File: config.mk
export PLATFORM = sky130hd
export DESIGN_NAME = button_conditioner
export DESIGN_NICKNAME = d
export VERILOG_FILES = /design/src/rtl/button_conditioner.sv
export SDC_FILE = /design/constraint.sdc
export NUM_CORES = 1
export LEC_CHECK = 0
export ABC_AREA = 1
export CAP_MARGIN = 20
export CELL_PAD_IN_SITES_DETAIL_PLACEMENT = 1
export CELL_PAD_IN_SITES_GLOBAL_PLACEMENT = 2
export CORE_MARGIN = 3
export CORE_UTILIZATION = 37
export CTS_CLUSTER_SIZE = 14
export DETAILED_ROUTE_END_ITERATION = 8
export HOLD_SLACK_MARGIN = 0.03
export PLACE_DENSITY_LB_ADDON = 0.05
export SYNTH_ARGS = -nofsm -noshare
export SYNTH_HDL_FRONTEND = slang
export SYNTH_SLANG_ARGS = --single-unit
File: constraint.sdc
create_clock -name clk_clk -period 8.43 [get_ports clk_clk]
set_clock_uncertainty 0.15 [all_clocks]
set_input_delay 1.2645 -clock clk_clk [delete_from_list [all_inputs] [get_ports clk_clk]]
set_output_delay 1.2645 -clock clk_clk [all_outputs]
set_load 0.005 [all_outputs]
File: src/rtl/button_conditioner.sv
// ============================================================================
// button_conditioner
//
// Purpose:
//   Conditions four raw, bouncing, active-low board pushbuttons. The block
//   produces the following outputs:
//     - a debounced, registered active-low level for the system's PIO input
//     - one-cycle press and release strobes for each channel
//     - auto-repeat strobes while a key is held down
//   Each key has its own channel, and all channels are identical and
//   independent. Events that occur on several keys in the same cycle
//   therefore produce their strobes in the same cycle.
//
// Parameters:
//   DEBOUNCE_CYCLES  stable cycles needed to accept a level change (>= 1)
//   REPEAT_DELAY     cycles from press_pulse to the first repeat_pulse
//                    (0 disables auto-repeat)
//   REPEAT_PERIOD    cycles between successive repeat_pulse (>= 1)
//
// Ports:
//   clk_clk          in   1  sole clock, rising edge
//   reset_reset      in   1  asynchronous, active-high reset
//   key_n            in   4  raw pushbuttons, active-low, asynchronous
//   buttons_export   out  4  debounced level, active-low, registered
//   press_pulse      out  4  one-cycle strobe per accepted press
//   release_pulse    out  4  one-cycle strobe per accepted release
//   repeat_pulse     out  4  one-cycle auto-repeat strobes while held
//
// Latency:
//   Let key_n go low and stay low. Call the first rising edge that samples
//   it low edge 1. press_pulse and buttons_export then change on edge
//   DEBOUNCE_CYCLES+3. This breaks down as:
//     - 2 edges in the synchronizer
//     - 1 edge to enter debounce
//     - DEBOUNCE_CYCLES edges of stable count
// ============================================================================

// ----------------------------------------------------------------------------
// button_sync: two-flop synchronizer for a vector of asynchronous inputs.
//   clk  in   clock
//   rst  in   asynchronous active-high reset; both flops reset to 1
//             (the idle level of an active-low key)
//   d    in   asynchronous input vector
//   q    out  synchronized vector (second flop)
// ----------------------------------------------------------------------------
module button_sync #(
    parameter int WIDTH = 4
) (
    input  logic             clk,
    input  logic             rst,
    input  logic [WIDTH-1:0] d,
    output logic [WIDTH-1:0] q
);

    logic [WIDTH-1:0] meta;

    // NOTE: sequential state is written with non-blocking assignments so
    // every flop samples the values that existed before the clock edge.
    always_ff @(posedge clk or posedge rst) begin
        if (rst) begin
            meta <= '1;
            q    <= '1;
        end else begin
            meta <= d;
            q    <= meta;
        end
    end

endmodule

// ----------------------------------------------------------------------------
// button_channel: debounce FSM and auto-repeat timer for one key.
//   clk            in   clock
//   rst            in   asynchronous active-high reset
//   s              in   synchronized key level (active-low)
//   level_n        out  debounced level, 0 while PRESSED or DB_RELEASE
//   press_pulse    out  one-cycle strobe on DB_PRESS -> PRESSED
//   release_pulse  out  one-cycle strobe on DB_RELEASE -> RELEASED
//   repeat_pulse   out  one-cycle auto-repeat strobe while held
// ----------------------------------------------------------------------------
module button_channel #(
    parameter int DEBOUNCE_CYCLES = 500000,
    parameter int REPEAT_DELAY    = 25000000,
    parameter int REPEAT_PERIOD   = 5000000
) (
    input  logic clk,
    input  logic rst,
    input  logic s,
    output logic level_n,
    output logic press_pulse,
    output logic release_pulse,
    output logic repeat_pulse
);

    typedef enum logic [1:0] {
        RELEASED,
        DB_PRESS,
        PRESSED,
        DB_RELEASE
    } state_t;

    // The debounce counter only has to reach DEBOUNCE_CYCLES-1.
    // The repeat counter only has to reach the larger of its two terminal
    // values. Both counters stop at their terminal value and never wrap.
    localparam int RPT_MAX = (REPEAT_DELAY > REPEAT_PERIOD) ? REPEAT_DELAY
                                                            : REPEAT_PERIOD;
    localparam int DB_W    = $clog2(DEBOUNCE_CYCLES + 1);
    localparam int RPT_W   = $clog2(RPT_MAX + 1);

    localparam logic [DB_W-1:0]  DB_LAST     = DB_W'(DEBOUNCE_CYCLES - 1);
    localparam logic [RPT_W-1:0] DELAY_LAST  =
        RPT_W'((REPEAT_DELAY > 0) ? (REPEAT_DELAY - 1) : 0);
    localparam logic [RPT_W-1:0] PERIOD_LAST = RPT_W'(REPEAT_PERIOD - 1);

    state_t           state;
    logic [DB_W-1:0]  db_cnt;
    logic [RPT_W-1:0] rpt_cnt;
    // 0 while counting toward the first repeat (REPEAT_DELAY).
    // 1 once the timer counts REPEAT_PERIOD intervals.
    logic             rpt_periodic;

    always_ff @(posedge clk or posedge rst) begin
        if (rst) begin
            state         <= RELEASED;
            db_cnt        <= '0;
            rpt_cnt       <= '0;
            rpt_periodic  <= 1'b0;
            level_n       <= 1'b1;
            press_pulse   <= 1'b0;
            release_pulse <= 1'b0;
            repeat_pulse  <= 1'b0;
        end else begin
            // Strobes default low, so each one lasts exactly one cycle.
            press_pulse   <= 1'b0;
            release_pulse <= 1'b0;
            repeat_pulse  <= 1'b0;

            case (state)
                RELEASED: begin
                    rpt_cnt      <= '0;
                    rpt_periodic <= 1'b0;
                    if (!s) begin
                        state  <= DB_PRESS;
                        db_cnt <= '0;
                    end
                end

                DB_PRESS: begin
                    if (s) begin
                        state  <= RELEASED;
                        db_cnt <= '0;
                    end else if (db_cnt == DB_LAST) begin
                        state        <= PRESSED;
                        level_n      <= 1'b0;
                        press_pulse  <= 1'b1;
                        rpt_cnt      <= '0;
                        rpt_periodic <= 1'b0;
                    end else begin
                        db_cnt <= db_cnt + DB_W'(1);
                    end
                end

                PRESSED: begin
                    // Every cycle spent in PRESSED advances the repeat timer.
                    // This includes the cycle that leaves PRESSED for
                    // DB_RELEASE.
                    if (REPEAT_DELAY != 0) begin
                        if (!rpt_periodic) begin
                            if (rpt_cnt == DELAY_LAST) begin
                                repeat_pulse <= 1'b1;
                                rpt_cnt      <= '0;
                                rpt_periodic <= 1'b1;
                            end else begin
                                rpt_cnt <= rpt_cnt + RPT_W'(1);
                            end
                        end else if (rpt_cnt == PERIOD_LAST) begin
                            repeat_pulse <= 1'b1;
                            rpt_cnt      <= '0;
                        end else begin
                            rpt_cnt <= rpt_cnt + RPT_W'(1);
                        end
                    end
                    if (s) begin
                        state  <= DB_RELEASE;
                        db_cnt <= '0;
                    end
                end

                DB_RELEASE: begin
                    // The repeat timer holds its value here. A bounce that
                    // falls back to PRESSED only delays repeats by the
                    // cycles spent in this state.
                    if (!s) begin
                        state  <= PRESSED;
                        db_cnt <= '0;
                    end else if (db_cnt == DB_LAST) begin
                        state         <= RELEASED;
                        level_n       <= 1'b1;
                        release_pulse <= 1'b1;
                    end else begin
                        db_cnt <= db_cnt + DB_W'(1);
                    end
                end

                default: begin
                    state <= RELEASED;
                end
            endcase
        end
    end

endmodule

// ----------------------------------------------------------------------------
// button_conditioner: top level, one synchronizer plus four channels.
// ----------------------------------------------------------------------------
module button_conditioner #(
    parameter int DEBOUNCE_CYCLES = 500000,
    parameter int REPEAT_DELAY    = 25000000,
    parameter int REPEAT_PERIOD   = 5000000
) (
    input  logic       clk_clk,
    input  logic       reset_reset,
    input  logic [3:0] key_n,
    output logic [3:0] buttons_export,
    output logic [3:0] press_pulse,
    output logic [3:0] release_pulse,
    output logic [3:0] repeat_pulse
);

    logic [3:0] key_s;

    // Each channel drives only its own bit of these buses, so they are
    // declared as nets.
    wire  [3:0] level_w;
    wire  [3:0] press_w;
    wire  [3:0] release_w;
    wire  [3:0] repeat_w;

    button_sync #(
        .WIDTH (4)
    ) u_sync (
        .clk (clk_clk),
        .rst (reset_reset),
        .d   (key_n),
        .q   (key_s)
    );

    for (genvar ch = 0; ch < 4; ch++) begin : g_ch
        button_channel #(
            .DEBOUNCE_CYCLES (DEBOUNCE_CYCLES),
            .REPEAT_DELAY    (REPEAT_DELAY),
            .REPEAT_PERIOD   (REPEAT_PERIOD)
        ) u_channel (
            .clk           (clk_clk),
            .rst           (reset_reset),
            .s             (key_s[ch]),
            .level_n       (level_w[ch]),
            .press_pulse   (press_w[ch]),
            .release_pulse (release_w[ch]),
            .repeat_pulse  (repeat_w[ch])
        );
    end

    // All four outputs come straight from channel flops; no logic is
    // added after the registers.
    assign buttons_export = level_w;
    assign press_pulse    = press_w;
    assign release_pulse  = release_w;
    assign repeat_pulse   = repeat_w;

endmodule

-- Word level (Yosys, flattened, before mapping)
Index checks and enable logic that the tools add are counted.
- register bits after elaboration: 212
- bits in latches: 0
- RAM bits: 0
- ROM bits: 0
- output and inout bits: 16
- logic and storage cells: 266
- memories kept: 0
- $add $sub $neg: 8
- multipliers: 0
- div/mod/pow operators: 0
- $lt $le $gt $ge: 0
- eq/ne operators: 56
- shifts and indexed selects: 0
- muxes and demuxes: 140
- bitwise gates (word level): 0
- reduce and logical (&&, ||, !) cells: 28
- operator list (kind ; number):
    25-bit two-way mux ; 20
    19-bit two-way mux ; 20
    19-bit one-hot mux with 4 select lines ; 4
    25-bit one-hot mux with 3 select lines ; 4
    25-bit by 1-bit adder with 25-bit output, second input constant ; 4
    25-bit by 23-bit == test with 1-bit output, second input constant ; 4
    25-bit == test, second input constant ; 4
    19-bit by 1-bit adder with 19-bit output, second input constant ; 4
    19-bit == test, second input constant ; 4
    1-bit two-way mux ; 56
    2-bit two-way mux ; 24
    2-bit inequality test, second input constant ; 16
    2-bit one-hot mux with 4 select lines ; 4
    3-bit by 2-bit inequality test with 1-bit output, second input constant ; 8
    5-bit AND reduction ; 4
    2-bit == test, second input constant ; 8
    2-bit by 1-bit inequality test with 1-bit output, second input constant ; 8
    4-bit AND reduction ; 4
    1-bit one-hot mux with 3 select lines ; 4
    3-bit AND reduction ; 4
    3-bit nonzero test ; 4
    2-bit by 1-bit == test with 1-bit output, second input constant ; 4
    2-bit zero test ; 4
    1-bit one-hot mux with 2 select lines ; 4
    other kinds (2) ; 8

-- Depth between registers and ports, before layout
Gate-level depths: netlist (run 1).
- depth after elaboration: 4
- gate-level depth with buffers: 11

-- Hierarchy
A second synthesis (run 1) with hierarchy kept.
- cells, all modules: 2151
- area total of the unflattened synthesis: 14436.3 um^2
- modules (own cells, without submodules) (module ; times used ; cells each ; area each (um^2) ; sequential area each (um^2)):
    button_channel (g_ch[1].u_channel ...) ; 2 ; 551 ; 3574.7 ; 1277.5
    button_channel (g_ch[3].u_channel) ; 1 ; 554 ; 3659.8 ; 1277.5
    button_channel (g_ch[0].u_channel) ; 1 ; 486 ; 3413.3 ; 1277.5
    button_sync ; 1 ; 9 ; 214.0 ; 210.2

-- Worst setup path after synthesis (run 1)
No wires, ideal clock.
- kind: flip-flop to output port
- start: reg g_ch[0].u_channel.level_n
- end: out buttons_export[0]
- arrival time: 598 ps
- required time: 7016 ps
- slack: 6418 ps
- cell stages (with the launch flop): 2
- cells stage by stage: dfstp_2 buf_4
- RTL lines (element ; RTL line ; text):
    from (decl) ; 89 ; output logic level_n,
    from (signal assigned) ; 128 ; level_n <= 1'b1;
    from (signal assigned) ; 154 ; level_n <= 1'b0;
    from (signal assigned) ; 198 ; level_n <= 1'b1;
    to (decl) ; 225 ; output logic [3:0] buttons_export,
No word-level cell between the ends.

-- Worst setup path in the final report (run 1)
- start: reg g_ch[1].u_channel.level_n
- end: out buttons_export[1]
- RTL lines (element ; RTL line):
    from (decl) ; 89
    from (signal assigned) ; 128
    from (signal assigned) ; 154
    from (signal assigned) ; 198
No word-level cell between the ends.

==> summary.md, run 1 <==
| Metric | Value |
|---|---|
| Worst setup startpoint | g_ch[1].u_channel.level_n |
| WL/cell | 15.8 um |
| CTS Buf Count | 27 |
| Worst hold path class | flip-flop to flip-flop |
| Crit path cell chain | clkdlybuf4s50_1 |
| CTS max path bufs | 3 |
| Worst Path Required | 7.02 ns |
| Global-route track usage on met3 | 0.0223 |
| Number of synthesized flops with an enable pin | 0 |
| Syn Std Cell Area | 13,900 sq um |
| Peak Freq | 333 MHz |
| GRT met1 Usage | 0.275 |
| DIE AREA | 40,000 sq um |
| Rows | 70 |
| Setup TNS | 0 ns |
| Delay-heaviest family, CP | flip-flops |
| H-tree levels | 1 |
| Post-Place Worst Slack | 5.01 ns |
| GR Util All Layers | 0.203 |
| Initial Util | 0.378 |
| GPL Wtd Cong | 0.809 |
| CTS tree | done |
| Overall power | 0.00230 W |
| Hold Startpoint | u_sync.meta[0] |
| Hold buffers post-CTS | 0 |
| CP peak stage delay | 0.53 ns |
| Synth Register Bits | 212 |
| Max_slew headroom | 0.391 |
| Detailed Place HPWL | 28,600 um |
| Number of global-route vias before repair | 13,400 |
| Syn-to-layout area delta | 10.6% |
| Synth Net Count | 2,005 |
| ANT nets after route | 0 |
| First-pass GRT wire length | 67,800 um |
| Final hold vios | 0 |
| Root buf cell | clkbuf_16 |
| Worst-path clk slew | 0.06 ns |
| Maxcap violations | 0 |
| I/O Buffers | 21 |
| Post-Place Cell Area | 14,500 sq um |
| Die width | 200 um |
| Layout cells sized above 1 | 0.0992 |
| Synth unique cells | 51 |
| IO Pins | 22 |
| Post-Syn Instances | 1,991 |
| WP buf/inv | 1 |
| Via count | 12,800 |
| Final net count | 2,012 |
| Mapped Avg Cell Area | 6.99 sq um |
| Slew Limit Fails | 0 |
| # DRC | 0 |
| Warnings from Yosys | 0 |
| R2R depth | 8 |
| Post-synth top area share | 0.359 |
| Drt pass-1 iters | 4 |
| Drt total wl | 39,800 um |
| Status | finished, final reports clean |
| Peak VDD IR | 0.133 mV |
| Share of the yosys chip area belonging to registers | 0.382 |
| Clock latency on the worst-skew pair | 0.55 ns |
| ANT cells | 0 |
| Critical path depth | 1 |
| GRT Max-Usage Layer | met2 |
| Drt via density | 5.07 |
| Final setup fails | 0 |
| Worst setup endpoint | buttons_export[1] |
| Pin count of the biggest net entering global routing | 77 |
| DR iter-0 viols | 523 |
| Antenna violations before repair | 0 |
| Synth area leaders | dfrtp_1 36%, nand2_1 14%, nand3_1 9.5% |
| Arrival time at the worst endpoint | 1.59 ns |
| Reg2reg end | g_ch[0].u_channel.rpt_cnt[7] |
| Crit start category | flip-flop |
| DIE HEIGHT | 200 um |
| Ys async rst share | 1.00 |
| Worst r2r src | g_ch[0].u_channel.db_cnt[1] |
| RSZ-0062 raised after global routing | false |
| Final instance area | 15,400 sq um |
| Worst Max-Slew Pin Slew | 0.914 ns |
| Buffer count from post-CTS setup fixing | 0 |
| Crit share post-route | 0.357 |
| Clock sink total | 212 |
| Number of gates resized after cts | 0 |
| Worst-path fanout max | 2 |
| Pwr Density | 149 nW/um^2 |
| Reg-to-reg setup timing slack | 6.10 ns |
| Leakage power | 6.90 nW |
| GRT met2 Usage | 0.356 |
| Remaining Overflow, GRT | 0 |
| Critical Path Sink Type | primary output |
| Largest area contributor in the netlist | dfrtp_1 |
| Final WS setup | 5.42 ns |
| WS Path Type | flip-flop to primary output |
| Slowest CP cell | dfstp_2 |
| Predominant post-synthesis flop cell | dfrtp_1 |
| Period minus WS final | 3.01 ns |
| Core footprint | 36,900 sq um |
-- power by group --
group	switching (W)	internal [W]	total (W)
registers	0.00000742	0.00103	0.00103
logic	0.0000609	0.0000132	0.0000741
clock network	0.000472	0.000719	0.00119
total	0.000540	0.00176	0.00230
-- Yosys cell counts (12+ instances only) --
library cell and count:
buf_2 14, nor2_2 22, a21oi_1 28, dfrtp_1 200, nand3_1 264, xor2_1 40, nand2_1 516, o21ai_1 30
nor2_1 253, inv_2 17, nand3_2 18, o21ai_2 20, dfstp_2 12, nand4_1 65, nor2_4 13, o21ai_0 56
xnor2_1 20, nor3_1 39, buf_4 16, inv_1 238, nand2_2 22
-- cell families after synthesis --
group,after synthesis,share of synthesized area
XOR/XNOR,60,0.0377
buffers and inverters,310,0.0935
AO/OA/AOI/OAI,152,0.0627
AND/OR/NAND/NOR,1249,0.417
flip-flops,212,0.382
adder cells (fa/ha/maj),8,0.00719
-- area by class of cell --
class | count | area (sq um)
Fill cell | 4696 | 21500
Tap cell | 504 | 631
Inverter | 258 | 976
Clock inverter | 10 | 130
Sequential cell | 212 | 5320
Timing Repair Buffer | 30 | 278
Clock buffer | 37 | 763
Multi-Input combinational cell | 1469 | 7300
-- placed cells by master, fill, tap and decap left out, drive strengths merged, types with 3 or more instances in the layout --
cell type / n
nand2: 541
nor2: 290
nand3: 285
inv: 255
dfrtp: 200
o21ai: 106
nand4: 65
nor3: 47
xor2: 40
clkbuf: 37
a21oi: 28
clkdlybuf4s50: 21
xnor2: 20
dfstp: 12
buf: 9
nand3b: 9
ha: 8
clkinv: 8
o22ai: 5
o21bai: 5
or2: 4
bufinv: 3
nor3b: 3
-- registers in the layout, indices dropped and copies added, names as in the netlist, named ones only --
| name | count |
|---|---|
| g_ch.u_channel.press_pulse | 4 |
| g_ch.u_channel.release_pulse | 4 |
| u_sync.q | 4 |
| u_sync.meta | 4 |
| g_ch.u_channel.db_cnt | 76 |
| g_ch.u_channel.level_n | 4 |
| g_ch.u_channel.rpt_periodic | 4 |
| g_ch.u_channel.repeat_pulse | 4 |
| g_ch.u_channel.rpt_cnt | 100 |
| g_ch.u_channel.state | 4 |
-- metal layers --
layer | part of all wire | up-vias
met3 | 0.017 | 39
met1 | 0.49 | 6265
met4 | 0.017 | 0
met5 | 0 | -
met2 | 0.48 | 71
li1 | - | 6404
-- stage by stage --
| stage | cells | hold WS (ns) | utilization |
|---|---|---|---|
| after CTS | 2520 | 0.203 | 0.418 |
| final | 2520 | 0.204 | 0.418 |
| after floorplan | 1991 | 0.195 | - |
| after global placement | 2473 | 0.196 | 0.393 |
| after global routing | 2520 | 0.202 | 0.418 |
| after detailed placement | 2473 | 0.201 | 0.393 |
-- worst min path at each step --
stage	to	depth (start not counted)
floorplan	u_sync.q[0]	0
global placement	u_sync.q[2]	0
detailed placement	u_sync.q[2]	0
CTS	u_sync.q[0]	0
global route	u_sync.q[0]	0
finish	u_sync.q[0]	0
Note: power is estimated with default switching activity, not from simulation.
==> inputs of run 2 (changes only) <==
CORE_UTILIZATION = 33   (was 37)
clock period = 2.46 ns   (was 8.43 ns; I/O delays follow)
==> run 2 against run 1 <==
Against the previous run: utilization is 3.4 points lower; critical path depth is 7 higher; non-clock buffer count is 21 higher; power grew to 3.7 times the previous value; first-iteration DRC count is 12% higher; clock-buffer cell count is 2 higher; via count is 1.3% higher; die area is 12% higher; combinational power grew to 3.9 times the previous value; critical path type is now flip-flop to flip-flop; largest cell class unchanged.
==> summary.md, run 2 (same netlist as run 1, synthesis figures left out) <==
| Metric | Value |
|---|---|
| Status | finished, final reports clean (unchanged) |
| IO Pins | 22 (unchanged) |
| Critical Path Sink Type | flip-flop (was primary output) |
| Final setup fails | 0 (unchanged) |
| H-tree levels | 1 (unchanged) |
| Setup TNS | 0 ns (unchanged) |
| Drt pass-1 iters | 4 (unchanged) |
| Delay-heaviest family, CP | simple AND/OR/NAND/NOR gates (was flip-flops) |
| First-pass GRT wire length | 70,600 um (was 67,800 um) |
| Placed cells | 2,517 (was 2,473) |
| Layout cells sized above 1 | 0.111 (was 0.0992) |
| GR Util All Layers | 0.190 (was 0.203) |
| Rows | 74 (was 70) |
| # DRC | 0 (unchanged) |
| CTS tree | done (unchanged) |
| Drt via density | 5.02 (was 5.07) |
| Slew Limit Fails | 0 (unchanged) |
| ANT cells | 0 (unchanged) |
| Core footprint | 41,300 sq um (was 36,900 sq um) |
| Overall power | 0.00856 W (was 0.00230 W) |
| ANT nets after route | 0 (unchanged) |
| WS Path Type | flip-flop to flip-flop (was flip-flop to primary output) |
| Root buf cell | clkbuf_16 (unchanged) |
| Remaining Overflow, GRT | 0 (unchanged) |
| Commonest non-fill, non-tap cell in the layout | nand2_1 (unchanged) |
| I/O Buffers | 21 (unchanged) |
| Initial Util | 0.337 (was 0.378) |
| Crit share post-route | 0.897 |
| Largest registers | g_ch.u_channel.rpt_cnt (100), g_ch.u_channel.db_cnt (76) (unchanged) |
| Syn-to-layout area delta | 13.8% (was 10.6%) |
| Die width | 211 um (was 200 um) |
| WP buf/inv | 1 (unchanged) |
| Post-Place Worst Slack | 0.249 ns (was 5.01 ns) |
| DIE HEIGHT | 211 um (was 200 um) |
| Crit start category | flip-flop (unchanged) |
| Arrival time at the worst endpoint | 2.54 ns (was 1.59 ns) |
| Via count | 12,900 (was 12,800) |
| WL/cell | 16.0 um (was 15.8 um) |
| Clock latency on the worst-skew pair | 0.57 ns (was 0.55 ns) |
| Final Non-Filler Cells | 2,576 (was 2,520) |
| Worst Path Required | 2.80 ns (was 7.02 ns) |
| GPL Wtd Cong | 0.798 (was 0.809) |
| CP peak stage delay | 0.42 ns (was 0.53 ns) |
| Worst hold path class | flip-flop to flip-flop (unchanged) |
| DIE AREA | 44,700 sq um (was 40,000 sq um) |
| Max reg flops | 100 (unchanged) |
| RSZ-0062 raised after global routing | false (unchanged) |
| Crit-path most repeated cell | nand2_1 |
| Worst Max-Slew Pin Slew | 0.576 ns (was 0.914 ns) |
| Final hold vios | 0 (unchanged) |
| Crit path cell chain | ha_1 > nand3_2 > inv_1 > nand2_1 > nor2_4 > nand2_2 > nand2_1 > o21ai_0 (was clkdlybuf4s50_1) |
| Detailed Place HPWL | 30,500 um (was 28,600 um) |
| Peak Freq | 453 MHz |
| Worst-path fanout max | 23 (was 2) |
| Antenna violations before repair | 0 (unchanged) |
| Slowest CP cell | nand2_2 (was dfstp_2) |
| Final instance area | 15,800 sq um (was 15,400 sq um) |
| Pin count of the biggest net entering global routing | 61 (was 77) |
| Most flops, register | g_ch.u_channel.rpt_cnt (unchanged) |
| Maxcap violations | 0 (unchanged) |
| Pwr Density | 540 nW/um^2 (was 149 nW/um^2) |
| Clock sink total | 212 (unchanged) |
| Peak VDD IR | 0.399 mV (was 0.133 mV) |
| CTS Buf Count | 29 (was 27) |
| Final WS setup | 0.254 ns (was 5.42 ns) |
| Final net count | 2,035 (was 2,012) |
| Leakage power | 7.10 nW (was 6.90 nW) |
| Number of global-route vias before repair | 13,600 (was 13,400) |
| Post-Place Cell Area | 14,700 sq um (was 14,500 sq um) |
| CTS max path bufs | 3 (unchanged) |
| Worst-path clk slew | 0.06 ns (about the same) |
| DR iter-0 viols | 587 (was 523) |
| Most frequent cells in the layout | 516 x nand2_1, 264 x nand3_1, 251 x nor2_1 (was 516 x nand2_1, 264 x nand3_1, 252 x nor2_1) |
| Max_slew headroom | 0.615 (was 0.391) |
| Period minus WS final | 2.21 ns |
| Drt total wl | 41,300 um (was 39,800 um) |
-- run 2: cell count changes in the layout (fill, tap and decap cells not counted), sizes merged --
cell	previous run	this run
buf	9	25
dlygate4sd3	0	5
bufinv	3	6
clkbuf	37	39
clkinvlp	2	4
-- run 2: metrics by stage --
stage	utilization	hold WS, ns
final	0.384	0.206
after detailed placement	0.357	0.197
after CTS	0.384	0.208
after global routing	0.384	0.209
after floorplan	-	0.195
after global placement	0.357	0.196
-- run 2: final cells by class --
cell class | count | area [sq um]
fill | 5228 | 25400
multi-input combinational | 1469 | 7310
sequential | 212 | 5320
inverter | 258 | 972
clock buffer | 39 | 833
tap | 532 | 666
timing repair buffer | 51 | 510
clock inverter | 15 | 240
-- run 2: worst paths after layout --
| kind | startpoint | endpoint | slack, ns | cells after the start |
|---|---|---|---|---|
| worst max-delay path | g_ch[0].u_channel.db_cnt[0] | g_ch[0].u_channel.rpt_cnt[7] | 0.25 | 8 |
| worst min-delay path | u_sync.meta[2] | u_sync.q[2] | 0.21 | 0 |
| worst max register to register | g_ch[0].u_channel.db_cnt[0] | g_ch[0].u_channel.rpt_cnt[7] | 0.25 | 8 |
| worst min register to register | u_sync.meta[2] | u_sync.q[2] | 0.21 | 0 |
| max in group asynchronous | reset_reset | g_ch[3].u_channel.level_n | 0.90 | 4 |
| min in group asynchronous | reset_reset | g_ch[2].u_channel.db_cnt[7] | 0.54 | 3 |
-- run 2: power breakdown --
| group | internal, W | total (W) | switching, W |
|---|---|---|---|
| Clock | 0.00300 | 0.00473 | 0.00174 |
| Sequential | 0.00352 | 0.00354 | 0.0000286 |
| Combinational | 0.0000725 | 0.000287 | 0.000214 |
| Total | 0.00658 | 0.00856 | 0.00198 |
-- run 2: per-layer routing --
layer | track usage | wire length [um] | vias up
met5 | 0 | 0 | -
li1 | - | - | 6455
met1 | 0.258 | 20100 | 6356
met3 | 0.0218 | 808 | 44
met2 | 0.330 | 19700 | 87
met4 | 0.0370 | 741 | 0
-- run 2: repair_timing --
item	4_1_cts	5_1_grt
gates resized for setup	0	0
buffers inserted	0	0
endpoints found under the hold margin	14	0
hold buffers	5	0
endpoints found under the setup margin	0	0
==> inputs of run 3 (changes only) <==
CORE_UTILIZATION = 25   (was 33)
GPL_TIMING_DRIVEN = 0   (was not set)
==> run 3 against run 2 <==
Against the previous run: hold slack lost 0.12 ns; final cell count increased by 9.4%; sequential share of layout area is 0.94 points lower; non-clock buffer count up 31; power is 1.2% higher; critical endpoint is now buttons_export[1]; largest cell class unchanged; largest power group unchanged.
==> summary.md, run 3 (same netlist as run 1, synthesis figures left out) <==
| Metric | Value |
|---|---|
| CTS tree | done (unchanged) |
| Post-Place Worst Slack | -0.114 ns (was 0.249 ns) |
| Crit share post-route | 0.905 (was 0.897) |
| Worst Max-Slew Pin Slew | 0.733 ns (was 0.576 ns) |
| Max reg flops | 100 (unchanged) |
| Drt pass-1 iters | 6 (was 4) |
| H-tree levels | 1 (unchanged) |
| RSZ-0062 raised after global routing | false (unchanged) |
| Drt total wl | 44,400 um (was 41,300 um) |
| Most flops, register | g_ch.u_channel.rpt_cnt (unchanged) |
| Hold buffers post-CTS | 3 (was 5) |
| Worst-path clk slew | 0.06 ns (about the same) |
| WS Path Type | flip-flop to primary output (was flip-flop to flip-flop) |
| Final Util | 0.299 (was 0.384) |
| First-pass GRT wire length | 75,300 um (was 70,600 um) |
| DIE AREA | 58,600 sq um (was 44,700 sq um) |
| Final WS setup | 0.234 ns (was 0.254 ns) |
| Arrival time at the worst endpoint | 1.71 ns (was 2.54 ns) |
| Clock latency on the worst-skew pair | 0.58 ns (was 0.57 ns) |
| Remaining Overflow, GRT | 0 (unchanged) |
| IO Pins | 22 (unchanged) |
| Drt via density | 4.59 (was 5.02) |
| Maxcap violations | 0 (unchanged) |
| Crit start category | flip-flop (unchanged) |
| Pin count of the biggest net entering global routing | 37 (was 61) |
| GR Util All Layers | 0.154 (was 0.190) |
| GPL Wtd Cong | 0.768 (was 0.798) |
| Worst-path fanout max | 2 (was 23) |
| # DRC | 0 (unchanged) |
| Clock sink total | 212 (unchanged) |
| Worst Path Required | 1.94 ns (was 2.80 ns) |
| Pwr Density | 531 nW/um^2 (was 540 nW/um^2) |
| Max_slew headroom | 0.510 (was 0.615) |
| Final hold vios | 0 (unchanged) |
| DR iter-0 viols | 510 (was 587) |
| Layout cells sized above 1 | 0.118 (was 0.111) |
| Peak VDD IR | 0.514 mV (was 0.399 mV) |
| Detailed Place HPWL | 33,300 um (was 30,500 um) |
| Die width | 242 um (was 211 um) |
| Slew Limit Fails | 0 (unchanged) |
| Largest registers | g_ch.u_channel.rpt_cnt (100), g_ch.u_channel.db_cnt (76) (unchanged) |
| Rows | 85 (was 74) |
| WL/cell | 15.8 um (was 16.0 um) |
| Leakage power | 7.23 nW (was 7.10 nW) |
| Buffer count from post-CTS setup fixing | 0 (unchanged) |
| Final net count | 2,068 (was 2,035) |
| Setup TNS | 0 ns (unchanged) |
| Syn-to-layout area delta | 17.1% (was 13.8%) |
| ANT cells | 0 (unchanged) |
| Initial Util | 0.256 (was 0.337) |
| Commonest non-fill, non-tap cell in the layout | nand2_1 (unchanged) |
| Via count | 12,900 (about the same) |
| DIE HEIGHT | 242 um (was 211 um) |
| Number of gates resized after cts | 0 (unchanged) |
| Antenna violations before repair | 0 (unchanged) |
| Number of global-route vias before repair | 13,700 (was 13,600) |
| Peak Freq | 449 MHz (was 453 MHz) |
| ANT nets after route | 0 (unchanged) |
| Worst hold path class | input port to async pin (was flip-flop to flip-flop) |
| CTS max path bufs | 3 (unchanged) |
| Most frequent cells in the layout | 516 x nand2_1, 264 x nand3_1, 253 x nor2_1 (was 516 x nand2_1, 264 x nand3_1, 251 x nor2_1) |
| CTS Buf Count | 31 (was 29) |
| I/O Buffers | 21 (unchanged) |
| Final setup fails | 0 (unchanged) |
| Core footprint | 54,500 sq um (was 41,300 sq um) |
| Hold_ws | 0.0880 ns (was 0.206 ns) |
| Status | finished, final reports clean (unchanged) |
| Root buf cell | clkbuf_16 (unchanged) |
| Period minus WS final | 2.23 ns (was 2.21 ns) |
| Critical Path Sink Type | primary output (was flip-flop) |
-- run 3: cell count changes in the layout (fill, tap and decap cells not counted), moves of 3 or more --
cell | previous run | this run
buf_2 | 0 | 14
buf_1 | 0 | 8
clkbuf_1 | 3 | 10
clkinv_2 | 4 | 9
buf_4 | 20 | 16
buf_6 | 0 | 4
clkbuf_2 | 0 | 3
clkbuf_8 | 7 | 4
-- run 3: cell type report --
type	count	area (sq um)
fill	6806	38100
inverter	258	972
tap	739	925
clock inverter	17	241
multi-input combinational	1469	7300
clock buffer	40	850
timing repair buffer	30	360
buffer	52	334
sequential	212	5320
-- run 3: where the power goes --
part / internal, W / switching, W
Sequential: 0.00352 / 0.0000204
Clock: 0.00304 / 0.00179
Combinational: 0.0000658 / 0.000226
-- run 3: through the flow --
| stage | total power (W) | cells | cell area (sq um) |
|---|---|---|---|
| after global placement | 0.00388 | 2751 | 15100 |
| after CTS | 0.00891 | 2817 | 16300 |
| after global routing | 0.00907 | 2817 | 16300 |
| after floorplan | 0.00377 | 1991 | 13900 |
| after detailed placement | 0.00390 | 2757 | 15200 |
| final | 0.00866 | 2817 | 16300 |
-- run 3: path summary, 6_finish.rpt --
check                                          start                       endpoint  slack [ns]  cells past startpoint
max                        g_ch[1].u_channel.level_n              buttons_export[1]        0.23                      2
min                                      reset_reset  g_ch[3].u_channel.rpt_cnt[15]        0.09                      2
max reg2reg                                flip-flop  g_ch[2].u_channel.rpt_cnt[15]        0.35                      5
min reg2reg                           u_sync.meta[3]                    u_sync.q[3]        0.20                      0
max in group asynchronous                reset_reset  g_ch[2].u_channel.rpt_cnt[12]        0.65                      6
min in group clk_clk                        key_n[3]                 u_sync.meta[3]        0.13                      1
-- run 3: layer usage --
layer	wire (um)	track usage	up-vias
li1	-	-	6527
met1	22200	0.216	6283
met2	20500	0.256	90
met3	904	0.0176	43
met4	821	0.0306	0
met5	0	0	-
-- run 3: worst max-delay path: stages (launching register included) --
cell,delay [ns]
dfstp_2,0.53
buf_4,0.10
clkdlybuf4s50_1,0.50
